File: src/rtl/sal_arb_pkg.sv
// Shared types and helpers for the SAL FIFO burst arbiter and related schedulers.
package sal_arb_pkg;

    // Arbiter FSM: IDLE arbitrates, BURST pops beats from the granted FIFO.
    typedef enum logic [0:0] {
        IDLE  = 1'b0,
        BURST = 1'b1
    } state_t;

    // Index width for n requesters; never narrower than one bit so that
    // index ports stay legal for small configurations.
    function automatic int idx_width(input int n);
        if (n <= 2) begin
            return 1;
        end else begin
            return $clog2(n);
        end
    endfunction

endpackage

File: src/rtl/sal_rr_picker.sv
// Combinational round-robin picker: rotates the request vector so rr_ptr sits
// at bit 0, priority-encodes the lowest set bit, then rotates the offset back.
module sal_rr_picker
    import sal_arb_pkg::*;
#(
    parameter int NUM_REQ = 4,
    parameter int IDX_W   = idx_width(NUM_REQ)
) (
    input  logic [NUM_REQ-1:0] req_vec,
    input  logic [IDX_W-1:0]   rr_ptr,
    output logic               any_valid,
    output logic [IDX_W-1:0]   sel_idx
);

    logic [2*NUM_REQ-1:0] dbl_s;
    logic [2*NUM_REQ-1:0] shift_s;
    logic [NUM_REQ-1:0]   rot_s;
    logic [IDX_W-1:0]     off_s;
    logic                 found_s;
    logic [IDX_W:0]       sum_s;

    // Rotate, priority-encode, and map the winning offset back to an index
    always_comb begin
        dbl_s   = {req_vec, req_vec};
        shift_s = dbl_s >> rr_ptr;
        rot_s   = shift_s[NUM_REQ-1:0];
        found_s = 1'b0;
        off_s   = {IDX_W{1'b0}};
        for (int j = 0; j < NUM_REQ; j++) begin
            if (!found_s && rot_s[j]) begin
                found_s = 1'b1;
                off_s   = IDX_W'(j);
            end else begin
                found_s = found_s;
            end
        end
        sum_s = {1'b0, rr_ptr} + {1'b0, off_s};
        if (sum_s >= (IDX_W+1)'(NUM_REQ)) begin
            sum_s = sum_s - (IDX_W+1)'(NUM_REQ);
        end else begin
            sum_s = sum_s;
        end
        any_valid = found_s;
        sel_idx   = sum_s[IDX_W-1:0];
    end

endmodule

File: src/rtl/sal_fifo_arbiter.sv
// Round-robin burst arbiter: grants one requester FIFO at a time for an atomic
// burst of BURST_LEN beats and forwards the popped beats through a single
// registered valid/ready output stage. A FIFO is only popped while non-empty
// and only when the output register is free or being drained this cycle.
module sal_fifo_arbiter
    import sal_arb_pkg::*;
#(
    parameter int  NUM_REQ    = 4,
    parameter int  DATA_WIDTH = 32,
    parameter int  BURST_LEN  = 4,
    localparam int IDX_W      = idx_width(NUM_REQ),
    localparam int CNT_W      = $clog2(BURST_LEN + 1)
) (
    input  logic                          clk,
    input  logic                          rst_n,
    input  logic [NUM_REQ-1:0]            req_empty_i,
    input  logic [NUM_REQ*DATA_WIDTH-1:0] req_rdata_i,
    output logic [NUM_REQ-1:0]            req_rden_o,
    output logic                          out_valid_o,
    input  logic                          out_ready_i,
    output logic [DATA_WIDTH-1:0]         out_data_o,
    output logic [IDX_W-1:0]              out_src_o,
    output logic                          out_last_o,
    output logic                          busy_o
);

    state_t                state_r;
    logic [IDX_W-1:0]      rr_ptr_r;
    logic [IDX_W-1:0]      grant_r;
    logic [CNT_W-1:0]      beat_cnt_r;
    logic                  out_valid_r;
    logic [DATA_WIDTH-1:0] out_data_r;
    logic [IDX_W-1:0]      out_src_r;
    logic                  out_last_r;
    logic                  busy_r;

    logic [NUM_REQ-1:0]    req_vld_s;
    logic                  any_s;
    logic [IDX_W-1:0]      pick_s;
    logic                  gnt_empty_s;
    logic [DATA_WIDTH-1:0] gnt_data_s;
    logic                  pop_s;
    logic                  last_beat_s;
    logic [IDX_W-1:0]      next_rr_s;
    logic [NUM_REQ-1:0]    rden_s;

    assign req_vld_s = ~req_empty_i;

    sal_rr_picker #(
        .NUM_REQ (NUM_REQ),
        .IDX_W   (IDX_W)
    ) u_picker (
        .req_vec   (req_vld_s),
        .rr_ptr    (rr_ptr_r),
        .any_valid (any_s),
        .sel_idx   (pick_s)
    );

    // Select the granted FIFO's empty flag and head data
    always_comb begin
        gnt_empty_s = 1'b1;
        gnt_data_s  = {DATA_WIDTH{1'b0}};
        for (int i = 0; i < NUM_REQ; i++) begin
            gnt_empty_s = (grant_r == IDX_W'(i)) ? req_empty_i[i] : gnt_empty_s;
            gnt_data_s  = (grant_r == IDX_W'(i)) ? req_rdata_i[i*DATA_WIDTH +: DATA_WIDTH]
                                                 : gnt_data_s;
        end
    end

    // Pop decision, burst-end detect, next round-robin pointer and pop strobes
    always_comb begin
        pop_s       = (state_r == BURST) && !gnt_empty_s && (!out_valid_r || out_ready_i);
        last_beat_s = (beat_cnt_r == CNT_W'(BURST_LEN - 1));
        if (grant_r == IDX_W'(NUM_REQ - 1)) begin
            next_rr_s = {IDX_W{1'b0}};
        end else begin
            next_rr_s = grant_r + IDX_W'(1);
        end
        rden_s = {NUM_REQ{1'b0}};
        for (int i = 0; i < NUM_REQ; i++) begin
            rden_s[i] = pop_s && (grant_r == IDX_W'(i));
        end
    end

    // Arbitration FSM together with the registered output stage
    always_ff @(posedge clk or negedge rst_n) begin
        if (!rst_n) begin
            state_r     <= IDLE;
            rr_ptr_r    <= {IDX_W{1'b0}};
            grant_r     <= {IDX_W{1'b0}};
            beat_cnt_r  <= {CNT_W{1'b0}};
            out_valid_r <= 1'b0;
            out_data_r  <= {DATA_WIDTH{1'b0}};
            out_src_r   <= {IDX_W{1'b0}};
            out_last_r  <= 1'b0;
            busy_r      <= 1'b0;
        end else begin
            if (pop_s) begin
                out_valid_r <= 1'b1;
                out_data_r  <= gnt_data_s;
                out_src_r   <= grant_r;
                out_last_r  <= last_beat_s;
            end else if (out_valid_r && out_ready_i) begin
                out_valid_r <= 1'b0;
            end else begin
                out_valid_r <= out_valid_r;
            end

            case (state_r)
                IDLE: begin
                    if (any_s) begin
                        grant_r    <= pick_s;
                        beat_cnt_r <= {CNT_W{1'b0}};
                        state_r    <= BURST;
                        busy_r     <= 1'b1;
                    end else begin
                        state_r    <= IDLE;
                        busy_r     <= 1'b0;
                    end
                end
                BURST: begin
                    if (pop_s) begin
                        beat_cnt_r <= beat_cnt_r + CNT_W'(1);
                        if (last_beat_s) begin
                            state_r  <= IDLE;
                            rr_ptr_r <= next_rr_s;
                            busy_r   <= 1'b0;
                        end else begin
                            state_r  <= BURST;
                        end
                    end else begin
                        // Granted FIFO may be starved; hold the grant.
                        state_r <= BURST;
                    end
                end
                default: begin
                    state_r <= IDLE;
                    busy_r  <= 1'b0;
                end
            endcase
        end
    end

    assign req_rden_o  = rden_s;
    assign out_valid_o = out_valid_r;
    assign out_data_o  = out_data_r;
    assign out_src_o   = out_src_r;
    assign out_last_o  = out_last_r;
    assign busy_o      = busy_r;

endmodule

File: config.mk
export PLATFORM = sky130hd
export DESIGN_NAME = sal_fifo_arbiter
export DESIGN_NICKNAME = d
export VERILOG_FILES = /design/src/rtl/sal_arb_pkg.sv /design/src/rtl/sal_rr_picker.sv /design/src/rtl/sal_fifo_arbiter.sv
export SDC_FILE = /design/constraint.sdc
export NUM_CORES = 1
export LEC_CHECK = 0
export BUFFER_PORTS_ARGS = -buffer_cell sky130_fd_sc_hd__clkbuf_2
export CORE_AREA = 2 2 87 89
export DETAILED_ROUTE_END_ITERATION = 16
export DIE_AREA = 0 0 89 91
export GPL_TIMING_DRIVEN = 0
export PLACE_DENSITY = 0.89
export SETUP_SLACK_MARGIN = 0.3
export SLEW_MARGIN = 0
export SYNTH_ARGS = -nofsm -noshare
export SYNTH_HDL_FRONTEND = slang
export SYNTH_HIERARCHICAL = 1
export SYNTH_SLANG_ARGS = --single-unit
File: constraint.sdc
create_clock -name clk -period 7 [get_ports clk]
set_clock_uncertainty 0.2 [all_clocks]
set_input_delay 1.4 -clock clk [delete_from_list [all_inputs] [get_ports clk]]
set_output_delay 1.4 -clock clk [all_outputs]
set_load 0.02 [all_outputs]
==> run summary <==
I/O Pins: 176
sw frac: 42.9%
Max Cap Viol: 0
root buf cell: clkbuf_8
HP Class: register to register
post-CTS setup buffers: 0
Worst Path Buf+Inv: 4
final global-route overflow total: 0
first-pass GRT wire length: 15200 µm
Clock power frac: 9.8%
total wire length: 10100 µm
Max transition margin: 21.4%
Initial DRT Pass Iterations: 5
hpwl dp: 7700 µm
largest net degree at the start of global routing: 46
Area growth syn-to-layout: 35.2%
gpl congestion: 0.872
1st-iter DRT viols: 129
later-pin clock latency in the skew report: 0.29 ns
drt wl/cell: 17.1 µm
Initial Util: 44.4%
Syn Area/Cell: 10.3 µm²
Slew Viols, Final: 0
Num Clock Sinks: 45
total CTS buffers: 5
initial antenna violation count: 0
FF+latch count, synth: 45
chip width: 89 µm
TNS Setup: 0 ns
crit path DAT: 2.83 ns
CTS clk-pin slew, worst paths: 0.08 ns
row cnt: 31
layout cells sized above 1: 47.8%
antenna cells: 0
Crit Path Category: input pin to output pin
remaining antenna violation count: 0
critical path required time: 5.40 ns
Logic pwr share: 67.6%
Mapped Nets: 451
CP Capture Type: output pin
VDD IR max: 208 µV
Via Count: 3232
Netlist Area Pre-Place: 0.00317 mm²
core area: 0.00714 mm²
NetSw: 0.000904 W
Tcrit/Tclk final: 63.2%
Slew @ Worst Pin: 1.18 ns
Fin. Hold Viols: 0
CTS-repair resized insts: 0
via-per-instance ratio: 5.47
fin crit period: 4.43 ns
vias in the first global route: 3194
DRC violations left: 0
Netlist cell types: 34
critical path's most frequent cell: clkbuf_2
TritonCTS clock tree: yes
final core occ: 60.0%
NumNets Final: 633
post-synthesis sequential area ratio: 35.5%
fillers: 663
PwrDens: 492 mW/mm²
CP startpoint kind: input pin
Pleak: 2.13 nW
Worst Path Max Fanout: 10
Reg power frac: 22.6%
Syn. warnings: 6
Hold-fix buffers, CTS: 0
chip height: 91 µm
CP max stage cell: nor3b_4
DIE AREA: 0.00810 mm²
status: finished clean
slowest cell delay on critical path: 0.40 ns
port bufs: 175
GRT Overall Usage: 23.8%
Cells after Synth: 309
setup violators final: 0
CP delay by family, top: buffers and inverters
Pint: 0.00120 W
FMAX: 0.226 GHz
CTS H-tree lvls: 2
CP Cell Sequence: clkbuf_2 > inv_1 > a2111oi_4 > nor3b_4 > buf_6 > and2_1 > clkbuf_2
RSZ-0062 raised after global routing: no
CTS max path bufs: 2
==> layout by cell type (no fill, tap or decap), types with 4 or more instances in the layout <==
cell type,synthesis,layout
clkbuf_1,17,18
and2_1,4,4
nand2b_1,4,4
clkbuf_2,0,175
mux2i_1,4,4
a221oi_1,31,31
clkbuf_8,0,6
inv_1,10,10
nor2_1,6,6
ha_1,7,7
buf_6,6,6
mux2_4,33,33
o31ai_1,31,31
dfrtp_1,45,45
nor2b_1,31,31
nand2_1,42,42
mux2_2,6,6
==> registers in the layout, indices dropped and copies added (netlist names) <==
name,flops
state_r,1
out_last_o,1
out_data_o,32
rr_ptr_r,2
beat_cnt_r,3
out_src_o,2
out_valid_o,1
busy_o,1
grant_r,2
==> metrics by stage <==
stage	worst slack [ns]	power, W	area, µm²	std cells	hold slack (ns)
after floorplan	2.95	0.00153	3170	309	0.255
after global placement	2.59	0.00186	4170	583	0.268
after detailed placement	2.58	0.00190	4170	583	0.294
after CTS	2.57	0.00212	4290	591	0.315
after global routing	2.49	0.00224	4290	591	0.329
final	2.57	0.00211	4290	591	0.312
==> layout make-up <==
cell class / count / area (µm²) / area share [%]
multi-input cells: 226 / 1850 / 43.2
flip-flops and latches: 45 / 1130 / 26.3
repair buffers: 175 / 876 / 20.4
plain buffers: 28 / 153 / 3.56
well taps: 99 / 124 / 2.89
clock buffers: 7 / 86.3 / 2.01
inverters: 10 / 37.5 / 0.876
clock inverters: 1 / 30.0 / 0.701
==> metal layers <==
layer | track usage, % | vias to the layer above | routed length [µm]
met2 | 40.3 | 166 | 5010
met1 | 30.2 | 1551 | 4290
li1 | - | 1495 | -
met4 | 8.83 | 0 | 191
met5 | 0 | - | 0
met3 | 3.45 | 20 | 585
==> power by group through the flow <==
stage | combinational [W] | sequential [W] | clock [W]
6_report | 0.00143 | 0.000477 | 0.000207
5_1_grt | 0.00153 | 0.000489 | 0.000222
4_1_cts | 0.00143 | 0.000475 | 0.000212
3_5_place_dp | 0.00142 | 0.000480 | 0
3_3_place_gp | 0.00139 | 0.000473 | 0
2_1_floorplan | 0.000947 | 0.000587 | 0
==> synth_stat cells <==
cell type / number / area, µm²
o22ai_2: 1 / 12.5
a2111oi_4: 1 / 27.5
buf_2: 2 / 10.0
o31ai_1: 31 / 233
o21ai_0: 3 / 15.0
a31oi_1: 1 / 6.26
o211ai_1: 2 / 15.0
nor3b_4: 1 / 18.8
a22o_1: 1 / 8.76
nor2b_1: 31 / 194
mux2_2: 6 / 67.6
nor4_1: 1 / 6.26
or2b_1: 2 / 15.0
inv_1: 10 / 37.5
nor2_1: 6 / 22.5
and2_1: 4 / 25.0
nand2_1: 42 / 158
clkbuf_1: 17 / 63.8
a21oi_1: 3 / 15.0
nor2b_4: 2 / 27.5
xnor2_1: 2 / 17.5
o22a_2: 1 / 10.0
dfrtp_1: 45 / 1130
buf_1: 3 / 11.3
o22a_1: 1 / 8.76
nand2b_1: 4 / 25.0
a221oi_1: 31 / 272
mux2_4: 33 / 495
mux2i_1: 4 / 40.0
ha_1: 7 / 87.6
buf_6: 6 / 67.6
o22ai_1: 1 / 6.26
nor3_1: 3 / 15.0
a211o_1: 1 / 8.76
==> final timing paths <==
path | from | to | slack [ns] | cells past startpoint
setup / recovery | req_empty_i[0] | req_rden_o[0] | 2.57 | 7
hold / removal | out_data_o[15] | out_data_o[15] | 0.31 | 1
setup reg to reg | grant_r[0] | out_data_o[22] | 4.44 | 7
hold reg to reg | out_data_o[15] | out_data_o[15] | 0.31 | 1
max in group asynchronous | rst_n | out_data_o[20] | 4.76 | 1
min in group asynchronous | rst_n | out_data_o[2] | 1.12 | 1
==> cell families (layout without fill, tap and decap cells) <==
group	count (synthesis)	count (layout)	synth area share, %
AO/OA/AOI/OAI	78	78	20.1
multiplexers	43	43	19.0
buffers and inverters	38	221	6.00
AND/OR/NAND/NOR	96	96	16.0
adder cells (fa/ha/maj)	7	7	2.76
XOR/XNOR	2	2	0.553
flip-flops	45	45	35.5
(Power assumes the default switching activity.)
